--- src/rtl/vram_arbiter.sv ---
`default_nettype none
// ============================================================================
// Module   : vram_arbiter
// Purpose  : Shares one port of the framebuffer RAM between the VGA pixel
//            fetcher (high priority, fixed-latency reads) and the CPU
//            load/store path (req/ack handshake). One access is issued per
//            clock. A tag pipeline tracks who owns each read through the RAM
//            latency. A wait counter bounds how long the CPU can be starved.
// Ports    :
//   clk, rst_n        clock, asynchronous active-low reset
//   i_vga_req/addr    VGA read request and address
//   o_vga_gnt         VGA request accepted this cycle (combinational)
//   o_vga_rvalid/rdata  registered VGA read completion
//   i_cpu_req/we/addr/wdata  CPU transaction, held until o_cpu_ack
//   o_cpu_ack/rdata   registered one-cycle CPU completion (+ read data)
//   o_ram_addr/data/wren  registered RAM port controls
//   i_ram_q           RAM read data
// Revision : 1.0 - initial release
// ============================================================================
module vram_arbiter #(
   parameter int ADDR_W   = 18,
   parameter int WDATA_W  = 8,
   parameter int RDATA_W  = 32,
   parameter int RD_LAT   = 2,
   parameter int MAX_WAIT = 8
) (
   input  logic               clk,
   input  logic               rst_n,
   input  logic               i_vga_req,
   input  logic [ADDR_W-1:0]  i_vga_addr,
   output logic               o_vga_gnt,
   output logic               o_vga_rvalid,
   output logic [RDATA_W-1:0] o_vga_rdata,
   input  logic               i_cpu_req,
   input  logic               i_cpu_we,
   input  logic [ADDR_W-1:0]  i_cpu_addr,
   input  logic [WDATA_W-1:0] i_cpu_wdata,
   output logic               o_cpu_ack,
   output logic [RDATA_W-1:0] o_cpu_rdata,
   output logic [ADDR_W-1:0]  o_ram_addr,
   output logic [WDATA_W-1:0] o_ram_data,
   output logic               o_ram_wren,
   input  logic [RDATA_W-1:0] i_ram_q
);

   localparam logic [1:0] C_IDLE    = 2'd0;
   localparam logic [1:0] C_PEND    = 2'd1;
   localparam logic [1:0] C_RD_WAIT = 2'd2;

   localparam logic [7:0] c_MAX_WAIT = 8'(MAX_WAIT);

   logic [1:0]         r_state;
   logic [1:0]         w_state_nxt;
   logic [7:0]         r_wait_cnt;
   logic               w_cpu_pending;
   logic               w_starved;
   logic               w_vga_win;
   logic               w_cpu_win;
   logic               w_rd_grant;
   logic               w_cpu_rd_done;
   logic               w_vga_rd_done;

   // Tag pipeline: bit k describes the read granted k+1 cycles ago. The
   // output registers (rvalid/ack) form the final stage, giving RD_LAT+1
   // stages in total.
   logic [RD_LAT-1:0]  r_tag_v;
   logic [RD_LAT-1:0]  r_tag_cpu;

   logic               r_vga_rvalid;
   logic [RDATA_W-1:0] r_vga_rdata;
   logic               r_cpu_ack;
   logic [RDATA_W-1:0] r_cpu_rdata;
   logic [ADDR_W-1:0]  r_ram_addr;
   logic [WDATA_W-1:0] r_ram_data;
   logic               r_ram_wren;

   // ------------------------------------------------------------------------
   // CPU FSM: state register
   // ------------------------------------------------------------------------
   always_ff @(posedge clk or negedge rst_n) begin
      if (!rst_n) begin
         r_state <= C_IDLE;
      end else begin
         r_state <= w_state_nxt;
      end
   end

   // ------------------------------------------------------------------------
   // CPU FSM: next state
   // ------------------------------------------------------------------------
   always_comb begin
      w_state_nxt = r_state;
      case (r_state)
         C_IDLE, C_PEND: begin
            if (w_cpu_win) begin
               // Writes complete one cycle after the grant, so no wait state.
               w_state_nxt = i_cpu_we ? C_IDLE : C_RD_WAIT;
            end else begin
               w_state_nxt = w_cpu_pending ? C_PEND : C_IDLE;
            end
         end
         C_RD_WAIT: begin
            // Leave on the edge that raises the ack, so the ack cycle itself
            // is seen in C_IDLE with the request masked by o_cpu_ack.
            if (w_cpu_rd_done) begin
               w_state_nxt = C_IDLE;
            end
         end
         default: w_state_nxt = C_IDLE;
      endcase
   end

   // ------------------------------------------------------------------------
   // CPU FSM: outputs
   // ------------------------------------------------------------------------
   always_comb begin
      w_cpu_pending = 1'b0;
      if ((r_state == C_IDLE) || (r_state == C_PEND)) begin
         w_cpu_pending = i_cpu_req & ~r_cpu_ack;
      end
   end

   // ------------------------------------------------------------------------
   // Arbitration
   // ------------------------------------------------------------------------
   always_comb begin
      w_starved  = w_cpu_pending & (r_wait_cnt == c_MAX_WAIT);
      w_vga_win  = i_vga_req & ~w_starved;
      w_cpu_win  = w_cpu_pending & (w_starved | ~i_vga_req);
      w_rd_grant = w_vga_win | (w_cpu_win & ~i_cpu_we);
   end

   assign w_cpu_rd_done = r_tag_v[RD_LAT-1] &  r_tag_cpu[RD_LAT-1];
   assign w_vga_rd_done = r_tag_v[RD_LAT-1] & ~r_tag_cpu[RD_LAT-1];

   // ------------------------------------------------------------------------
   // Issue, tag tracking and completion
   // ------------------------------------------------------------------------
   always_ff @(posedge clk or negedge rst_n) begin
      if (!rst_n) begin
         r_wait_cnt   <= 8'd0;
         r_tag_v      <= '0;
         r_tag_cpu    <= '0;
         r_ram_addr   <= '0;
         r_ram_data   <= '0;
         r_ram_wren   <= 1'b0;
         r_vga_rvalid <= 1'b0;
         r_vga_rdata  <= '0;
         r_cpu_ack    <= 1'b0;
         r_cpu_rdata  <= '0;
      end else begin
         if (w_cpu_win) begin
            r_wait_cnt <= 8'd0;
         end else if (w_vga_win && w_cpu_pending && (r_wait_cnt != c_MAX_WAIT)) begin
            r_wait_cnt <= r_wait_cnt + 8'd1;
         end

         // Idle cycles leave address/data untouched; only wren drops.
         if (w_vga_win) begin
            r_ram_addr <= i_vga_addr;
         end else if (w_cpu_win) begin
            r_ram_addr <= i_cpu_addr;
            r_ram_data <= i_cpu_wdata;
         end
         r_ram_wren <= w_cpu_win & i_cpu_we;

         r_tag_v   <= (r_tag_v   << 1) | RD_LAT'(w_rd_grant);
         r_tag_cpu <= (r_tag_cpu << 1) | RD_LAT'(w_cpu_win);

         // i_ram_q is valid for the oldest tag in this cycle.
         r_vga_rvalid <= w_vga_rd_done;
         if (w_vga_rd_done) begin
            r_vga_rdata <= i_ram_q;
         end

         r_cpu_ack <= (w_cpu_win & i_cpu_we) | w_cpu_rd_done;
         if (w_cpu_rd_done) begin
            r_cpu_rdata <= i_ram_q;
         end
      end
   end

   // Gated so the grant also reads 0 while reset is held.
   assign o_vga_gnt    = w_vga_win & rst_n;
   assign o_vga_rvalid = r_vga_rvalid;
   assign o_vga_rdata  = r_vga_rdata;
   assign o_cpu_ack    = r_cpu_ack;
   assign o_cpu_rdata  = r_cpu_rdata;
   assign o_ram_addr   = r_ram_addr;
   assign o_ram_data   = r_ram_data;
   assign o_ram_wren   = r_ram_wren;

endmodule
`default_nettype wire
--- config.mk ---
export PLATFORM = sky130hd
export DESIGN_NAME = vram_arbiter
export DESIGN_NICKNAME = d
export VERILOG_FILES = /design/src/rtl/vram_arbiter.sv
export SDC_FILE = /design/constraint.sdc
export NUM_CORES = 1
export LEC_CHECK = 0
export BUFFER_PORTS_ARGS = -buffer_cell sky130_fd_sc_hd__buf_2
export CAP_MARGIN = 30
export CORE_MARGIN = 2
export CORE_UTILIZATION = 44
export CTS_CLUSTER_DIAMETER = 120
export DETAILED_ROUTE_END_ITERATION = 7
export GPL_TIMING_DRIVEN = 0
export PLACE_DENSITY = 0.84
export SLEW_MARGIN = 10
export SYNTH_ARGS = -nofsm -noshare
export SYNTH_HDL_FRONTEND = slang
export SYNTH_SLANG_ARGS = --single-unit
--- constraint.sdc ---
create_clock -name clk -period 1.9 [get_ports clk]
set_input_delay 0.095 -clock clk [delete_from_list [all_inputs] [get_ports clk]]
set_output_delay 0.095 -clock clk [all_outputs]
set_load 0.02 [all_outputs]
; After elaboration in Yosys (flattened, before gate mapping)
; Index checks and enable logic that the tools add are counted.
[classes]
add_sub_neg = 1
n_eq_ne = 5
mux = 10
bitwise_logic = 20
reduce_logical = 8
[op_table]
columns = cell, n
row1 = 18-bit two-way mux, 2
row2 = 8-bit two-way mux, 2
row3 = 1-bit AND, 9
row4 = "8-bit by 1-bit adder with 8-bit output, second input constant", 1
row5 = "8-bit by 4-bit == test with 1-bit output, second input constant", 1
row6 = "8-bit by 4-bit != test with 1-bit output, second input constant", 1
row7 = 2-bit two-way mux, 3
row8 = 1-bit NOT, 6
row9 = 2-bit by 1-bit OR with 2-bit output, 2
row10 = 2-bit case mux with 2 select lines, 1
row11 = 2-bit nonzero test, 2
row12 = 1-bit OR, 3
row13 = "2-bit by 1-bit == test with 1-bit output, second input constant", 1
row14 = "2-bit == test, second input constant", 1
row15 = 1-bit logical AND, 2
row16 = 2-bit zero test, 1
row17 = 1-bit two-way mux, 2
row18 = "2-bit != test, second input constant", 1
row19 = 2-bit AND reduction, 1
row20 = 2-bit OR reduction, 1
row21 = 1-bit logical OR, 1
[totals]
reg_bits = 107
input_bits = 81
output_inout_bits = 94
wordCells = 55

; Depth between registers and ports, before layout
; Gate-level depths: netlist of run 1.
[logic_depth]
ltp_word = 10
depth_mapped = 8
mapped_depth_nobuf = 7

; Worst setup path after synthesis of run 1
; OpenSTA, ideal clock, no wires.
[synth_path]
path_kind = register -> register
from = reg r_wait_cnt[0]
to = reg r_ram_data[0], in the netlist o_ram_data[0]
setup_time_ns = 0.125
t_arrival_ns = 1.691
t_required_ns = 1.775
path_slack_ns = 0.084
path_stages_with_launch = 9
period_less_slack_ns = 1.816
path_cell_list = dfrtp_1 > inv_1 > ha_1 > nor4bb_4 > a21o_4 > nand2_2 > inv_2 > buf_12 > mux2_4
[synth_between]
word_cells_on_any_way = 8
[synth_lines]
columns = item, line
row1 = "start, declared", 54  ; logic [7:0] r_wait_cnt;
row2 = "start signal, assigned", 155  ; r_wait_cnt <= r_wait_cnt + 8'd1;
row3 = 8-bit by 4-bit == test with 1-bit output, 127  ; w_starved = w_cpu_pending & (r_wait_cnt == c_MAX_WAIT);
row4 = 1-bit AND, 127
row5 = 1-bit OR, 129  ; w_cpu_win = w_cpu_pending & (w_starved | ~i_vga_req);
row6 = 1-bit AND, 129
row7 = via w_cpu_win, 58  ; logic w_cpu_win;
row8 = 2-bit AND reduction (no line), -
row9 = "end signal, assigned", 163  ; r_ram_data <= i_cpu_wdata;
row10 = "end, declared", 74  ; logic [WDATA_W-1:0] r_ram_data;
; The timed path passes the listed nets, and every way through them passes these cells.
; A chain may end at the register's enable or synchronous reset.

; Worst setup path in the final report of run 1
[layout_path]
from = reg r_wait_cnt[1]
to = reg r_ram_data[1], in the netlist o_ram_data[1]
; Same word-level chain as after synthesis.

==> impl_metrics.csv, run 1 <==
group,metric,value,unit
clock_network,path_clk_slew,100,ps
sta,finClkSkew,9.399,ps
clock_network,clockBufferDepth,2,
logic_synthesis,syn_inst,344,
setup_path,r2r_slack,10,ps
logic_synthesis,async_reset_ff_share,100.0,%
logic_synthesis,ys.flop_type,"dfrtp_1",
power,pwr-share-clk,18.1,%
setup_path,cp_data_arrival_time,2140,ps
logic_synthesis,post_synth.cell_area_avg,13.06,um^2
die,rows,36,
route,final_antenna_net_count,0,
sta,rsz0062_at_grt,"yes",
placement,post-place-cells,652,
finish,synthToLayoutAreaGrowth,43.65,%
sta,setup_violations,0,
global_routing,grt_start_max_net_pins,70,
sta,final.setup.tns,0,ps
power,p_leak,0.003076,uW
global_routing,grtUsageMet3,5.303,%
global_routing,grt_first_pass_wirelength,19720,um
die,die_w,105.0,um
placement,dpl.hpwl,8072,um
finish,multi_input_area,0.001708,mm^2
job,cap_violations,0,
setup_path,rr_endpoint,"o_ram_data[1]",
power,internal_power,5192,uW
setup_path,cp.required,2150,ps
power,ir_drop,0.5420,mV
logic_synthesis,ys_ff_latch,107,
die,start_util,45.74,%
finish,drive_gt1_share,50.42,%
logic_synthesis,synth_top_area_share,59.61,%
global_routing,met2_usage,41.19,%
route,post_drt_wl_per_cell,16.70,um
setup_path,endpoint,"o_ram_data[1]",
logic_synthesis,ys_types,38,
clock_network,clock-sinks,107,
power,p_switching,3070,uW
logic_synthesis,yosys.area_share.simple,10.70,%
setup_path,crit_start,"r_wait_cnt[1]",
global_routing,antenna_found_initial,0,
status,status,"finished clean",
clock_network,htreeDepth,3,
clock_network,clock_latency,350,ps
clock_network,cts_inserted_buffers,9,
logic_synthesis,synthAdderAreaFrac,0.5571,%
power,pwr-share-seq,41.8,%
logic_synthesis,netlist_top_cells_count,"dfrtp_1 (107), mux2_2 (65), nand2_1 (41), nor2_1 (41), clkbuf_1 (10)",
logic_synthesis,synth_xor_area_share,0.1950,%
route,vias,3749,
finish,n_antenna_cell,0,
logic_synthesis,synth.area.top_cells,"dfrtp_1 (60%), mux2_2 (16%), nand2_1 (3.4%)",
logic_synthesis,synthMuxAreaShare,18.86,%
setup_path,endpoint_kind,"flop",
route,dr.first_iter.drc_count,161,
global_routing,grt_usage,22.56,%
logic_synthesis,synth_edf_count,0,
finish,nets,679,
power,p_comb_share,40.0,%
setup_path,setup.worst_path.start_class,"flop",
global_routing,top_usage_layer,"met2",
sta,finalHoldViolCount,0,
route,dr.pass1.iters,4,
logic_synthesis,syn-num-nets,427,
placement,gp_congestion,0.8325,
die,boundaryPins,175,
die,die_area,0.01103,mm^2
min_path,worstHoldStart,"i_cpu_addr[9]",
sta,drv_slew,0,
power,p_per_area,1280,mW/mm^2
sta,slew_headroom,55.13,%
finish,seq_area,0.002680,mm^2
sta,worst_pin_slew,673.1,ps
logic_synthesis,synth_compound_gate_area_share,6.964,%
setup_path,cp_max_fo,8,
setup_path,criticalPathCategory,"flop to flop",
placement,portBuffers,174,
finish,final_cells,734,
global_routing,gr-total-overflow,0,
global_routing,grt_pass1_vias,4004,
route,detail_route.vias_per_cell,5.108,
setup_path,reg2regPathDepth,9,
clock_network,cts-root-buf,"clkbuf_8",
logic_synthesis,synth_top_cell_by_area,"dfrtp_1",
min_path,hp-class,"input port to flop",
logic_synthesis,yosys_warnings,0,
sta,fin_crit,1887,ps
die,die_height,105.0,um
finish,fill_cells,746,
setup_path,reg2reg_from,"r_wait_cnt[1]",
logic_synthesis,netlist_area,0.004492,mm^2
sta,fin_crit_sh,99.33,%
logic_synthesis,yosysMostFrequentCell,"dfrtp_1",
die,core_area,0.009819,mm^2
power,swShare,37.16,%
logic_synthesis,synth_top_family_by_area,"multiplexers",
clock_network,cts_tree,"yes",
route,drc,0,
global_routing,use_met1,25.77,%
logic_synthesis,ys_seq_area_share,59.61,%
sta,fmax,529.9,MHz
route,routed_wl,12260,um
-- placed cells by master, fill, tap and decap left out, drive strengths merged, types with 2 or more instances in the layout --
master / Yosys / final
nor2: 41 / 41
ha: 2 / 2
nand2: 42 / 42
bufinv: 0 / 2
dfrtp: 107 / 107
a311oi: 18 / 18
nor3: 2 / 2
inv: 7 / 7
o21ai: 7 / 7
mux2: 72 / 72
clkinv: 0 / 2
nand4: 3 / 3
a22o: 2 / 2
clkbuf: 10 / 20
dlygate4sd3: 0 / 56
nand3: 5 / 5
o22ai: 2 / 2
buf: 8 / 194
-- worst min-delay path by stage --
stage | slack, ps | cells after the start | to
2_1_floorplan | -200 | 0 | o_cpu_ack
3_3_place_gp | 330 | 2 | o_ram_data[4]
3_5_place_dp | 40 | 1 | o_cpu_rdata[5]
4_1_cts | 2 | 3 | o_ram_addr[1]
5_1_grt | 0.8 | 3 | o_ram_addr[14]
6_report | 20 | 3 | o_ram_addr[9]
-- timing repair --
action                     4_1_cts  5_1_grt
gates resized for setup          6        7
pin swaps                        3        1
setup endpoints to repair       18       17
hold buffers                    55        1
setup buffers                    6        5
hold endpoints to repair       118        1
gates cloned                     0        0
-- logic make-up after synthesis --
| group | Yosys count |
|---|---|
| compound gates | 32 |
| xor+xnor | 1 |
| fa+ha+maj | 2 |
| buf+inv | 25 |
| flops | 107 |
| mux | 73 |
| simple gates | 104 |
-- final cells by class --
class                           instances  share of cell area [%]
Buffer                                 17                   1.687
Clock buffer                           11                   2.036
Clock inverter                          5                   1.202
Inverter                                7                  0.4072
Multi-Input combinational cell        212                   26.47
Sequential cell                       107                   41.54
Tap cell                              133                   2.579
Timing Repair Buffer                  242                   24.08
-- metrics by stage --
stage | hold slack, ps | worst slack, ps | util (%) | total power, uW | area [um^2]
6_report | 22.21 | 12.75 | 65.71 | 8262 | 6452
2_1_floorplan | -200.6 | 84.19 | - | 5409 | 4492
5_1_grt | 0.8136 | -60.79 | 65.71 | 8723 | 6452
3_5_place_dp | 35.35 | -149.6 | 56.65 | 6583 | 5563
3_3_place_gp | 327.7 | -553.3 | 56.31 | 6425 | 5529
4_1_cts | 1.516 | 12.88 | 65.01 | 8204 | 6384
-- state kept, by name (all words and copies together), names as in the netlist --
name / count
o_cpu_rdata: 32
o_vga_rvalid: 1
o_vga_rdata: 32
r_tag_cpu: 2
r_state: 2
o_ram_data: 8
r_tag_v: 2
o_ram_addr: 18
o_ram_wren: 1
o_cpu_ack: 1
r_wait_cnt: 8
-- power groups by stage --
stage	logic (uW)	clock network (uW)	registers [uW]
2_1_floorplan	1120	0	4290
3_3_place_gp	3000	0	3430
3_5_place_dp	3090	0	3490
4_1_cts	3240	1520	3440
5_1_grt	3530	1640	3550
6_report	3310	1500	3460
-- critical path, stage by stage (launching register included) --
cell and delay (ps):
dfrtp_1 410, inv_2 90, ha_4 130, nor4bb_4 250, buf_4 180, a21o_4 130, nand2_2 70, inv_2 100
buf_12 130, mux2_4 300
-- metal layers --
| metal | wire (um) | vias up | share of wire, % |
|---|---|---|---|
| met5 | 0 | - | 0 |
| li1 | - | 1701 | - |
| met3 | 818 | 23 | 6.7 |
| met1 | 4869 | 1856 | 40 |
| met2 | 6328 | 169 | 52 |
| met4 | 242 | 0 | 2.0 |
(Power assumes the default switching activity.)
==> inputs of run 2 (changes only) <==
--- a/config.mk
+++ b/config.mk
@@ -5,6 +5,7 @@
 export SDC_FILE = /design/constraint.sdc
 export NUM_CORES = 1
 export LEC_CHECK = 0
+export ABC_AREA = 1
 export BUFFER_PORTS_ARGS = -buffer_cell sky130_fd_sc_hd__buf_2
 export CAP_MARGIN = 30
 export CORE_MARGIN = 2
==> run 2 against run 1 <==
Cell area shrank 4.3%. Non-clock buffer count is 7 lower. Die area shrank 1.7%. Highest routed layer unchanged. Largest power group unchanged.
==> impl_metrics.csv, run 2 <==
group,metric,value,unit
die,die_height,104.1,um
finish,multi_input_area,0.001366,mm^2
clock_network,cts_tree,"yes",
setup_path,path_common_cell,"nand2_4",
logic_synthesis,ys_ff_latch,107,
power,p_leak,0.003399,uW
placement,gp_congestion,0.8313,
clock_network,path_clk_slew,90,ps
route,post_drt_wl_per_cell,13.88,um
die,start_util,45.15,%
finish,synthToLayoutAreaGrowth,39.95,%
setup_path,cp_max_fo,11,
min_path,hp-class,"input port to flop",
sta,drv_slew,0,
sta,finalHoldViolCount,0,
logic_synthesis,post_synth.cell_area_avg,8.826,um^2
die,core_area,0.009774,mm^2
placement,portBuffers,174,
setup_path,endpoint_kind,"output pin",
power,p_per_area,703.2,mW/mm^2
setup_path,setup.worst_path.start_class,"flop",
setup_path,cp_cell_sequence,"inv_2, ha_2, nand3_2, nor2_4, nand2_4, nand2_4, nor2_1, buf_2",
route,dr.first_iter.drc_count,208,
setup_path,reg2regPathDepth,9,
global_routing,grt_usage,22.91,%
finish,layout_common_cells,"buf_2 (180), nand2_1 (139), dfrtp_1 (107)",
logic_synthesis,syn_inst,500,
route,routed_wl,12180,um
sta,finClkSkew,8.379,ps
logic_synthesis,netlist_top_cells_count,"nand2_1 (139), dfrtp_1 (107), o21ai_0 (67)",
logic_synthesis,yosysMostFrequentCell,"nand2_1",
logic_synthesis,synth_top_area_share,60.67,%
global_routing,grt_first_pass_wirelength,20110,um
finish,final_area,0.006176,mm^2
power,power.total,4343,uW
min_path,whs_path_depth,3,
finish,nets,822,
clock_network,clock-sinks,107,
global_routing,grt_start_max_net_pins,61,
placement,post-place-cells,808,
status,status,"finished clean",
finish,final_cells,877,
setup_path,max_stage_delay,410,ps
route,drc,0,
placement,placed_cell_area,0.005484,mm^2
logic_synthesis,ys_types,23,
global_routing,gr-total-overflow,0,
clock_network,cts-root-buf,"clkbuf_8",
finish,drive_gt1_share,29.44,%
logic_synthesis,ys.flop_type,"dfrtp_1",
sta,slew_headroom,68.08,%
power,ir_drop,0.3195,mV
clock_network,clockBufferDepth,2,
sta,worst_pin_slew,478.9,ps
sta,fin_crit,1836,ps
setup_path,cp_data_arrival_time,1740,ps
setup_path,cp_slowest_cell,"dfrtp_1",
logic_synthesis,syn-num-nets,583,
logic_synthesis,synth_edf_count,0,
die,rows,36,
logic_synthesis,synth_top_cell_by_area,"dfrtp_1",
finish,n_antenna_cell,0,
sta,setup_violations,0,
clock_network,cts_inserted_buffers,9,
setup_path,r2r_slack,230,ps
die,die_w,104.1,um
placement,dpl.hpwl,8445,um
finish,seq_area,0.002678,mm^2
route,detail_route.vias_per_cell,4.781,
logic_synthesis,ys_seq_area_share,60.67,%
finish,final_common_cell,"buf_2",
logic_synthesis,netlist_area,0.004413,mm^2
finish,fill_cells,819,
global_routing,antenna_found_initial,0,
route,vias,4193,
die,boundaryPins,175,
logic_synthesis,synth.area.top_cells,"dfrtp_1 (61%), nand2_1 (12%), o21ai_0 (7.6%)",
setup_path,cp.required,1800,ps
route,dr.pass1.iters,4,
global_routing,grt_pass1_vias,4233,
sta,fmax,544.6,MHz
setup_path,criticalPathCategory,"flop to output pin",
route,final_antenna_net_count,0,
job,cap_violations,0,
logic_synthesis,yosys_warnings,0,
clock_network,htreeDepth,3,
logic_synthesis,async_reset_ff_share,100.0,%
clock_network,clock_latency,360,ps
die,die_area,0.01085,mm^2
sta,fin_crit_sh,96.65,%
-- run 2: cell count changes in the layout (fill, tap and decap cells not counted), sizes merged, moves of 2 or more --
| cell | before | now |
|---|---|---|
| nand4 | 3 | 0 |
| o21ai | 7 | 68 |
| nor2 | 41 | 31 |
| a22o | 2 | 0 |
| dlygate4sd3 | 56 | 46 |
| o22ai | 2 | 0 |
| nand2 | 42 | 141 |
| a311oi | 18 | 0 |
| xor2 | 0 | 2 |
| mux2 | 72 | 0 |
| bufinv | 2 | 0 |
| clkbuf | 20 | 24 |
| nand3 | 5 | 55 |
| inv | 7 | 68 |
-- run 2: final timing paths --
check,startpoint,to
max,r_wait_cnt[0],o_vga_gnt
min,i_ram_q[30],o_cpu_rdata[30]
max reg2reg,r_wait_cnt[0],o_ram_addr[8]
min reg2reg,r_tag_cpu[0],r_tag_cpu[1]
max in group asynchronous,rst_n,o_ram_data[3]
min in group asynchronous,rst_n,o_vga_rdata[19]
-- run 2: logic make-up (layout without fill, tap and decap cells) --
kind of cell             count (synthesis)  count (layout)  share of synthesized area [%]
adder cells (fa/ha/maj)                  2               2                         0.5670
XOR/XNOR                                 2               2                         0.3970
AO/OA/AOI/OAI                           69              69                          8.109
flip-flops                             107             107                          60.67
AND/OR/NAND/NOR                        229             229                          21.83
buffers and inverters                   91             335                          8.421
-- run 2: metal layers --
layer,up-vias,global-route usage (%),routed length (um)
met4,0,7.529,230
li1,2028,-,-
met1,1957,27.33,4878
met2,185,41.45,6261
met3,23,4.511,807
met5,-,0,0
-- run 2: through the flow --
step	hold WS (ps)	setup slack, ps	setup TNS [ps]	utilization, %
2_1_floorplan	-200.6	466.8	0	-
3_3_place_gp	291.7	-482.1	-43540	55.76
3_5_place_dp	66.68	276.9	0	56.11
4_1_cts	0.4023	3.828	0	62.92
5_1_grt	11.97	-12.27	-12.27	63.18
6_report	8.686	63.72	0	63.18
-- run 2: where the power goes --
part	internal, uW	leakage [uW]	total (uW)	switching, uW
logic	255	0.00210	618	363
registers	2370	0.00121	2430	56.6
clock network	554	0.0000900	1300	742
total	3180	0.00340	4340	1160
-- run 2: area by class of cell --
| cell class | count | share of cell area (%) |
|---|---|---|
| Inverter | 67 | 4.113 |
| Buffer | 23 | 1.722 |
| Clock buffer | 13 | 2.573 |
| Multi-Input combinational cell | 302 | 22.12 |
| Tap cell | 133 | 2.694 |
| Clock inverter | 3 | 0.3444 |
| Timing Repair Buffer | 229 | 23.08 |
| Sequential cell | 107 | 43.35 |
-- run 2: critical path, delay by kind of cell, from the launching register on --
family | cells | cell delay (ps)
buf+inv | 2 | 230
flops | 1 | 410
fa+ha+maj | 1 | 180
simple gates | 5 | 560
-- run 2: repair_timing --
item,CTS,global route
hold buffers,46,0
buffers inserted,3,5
pin swaps,2,2
endpoints found under the hold margin,101,0
setup endpoints to repair,1,1
resized for setup,1,1
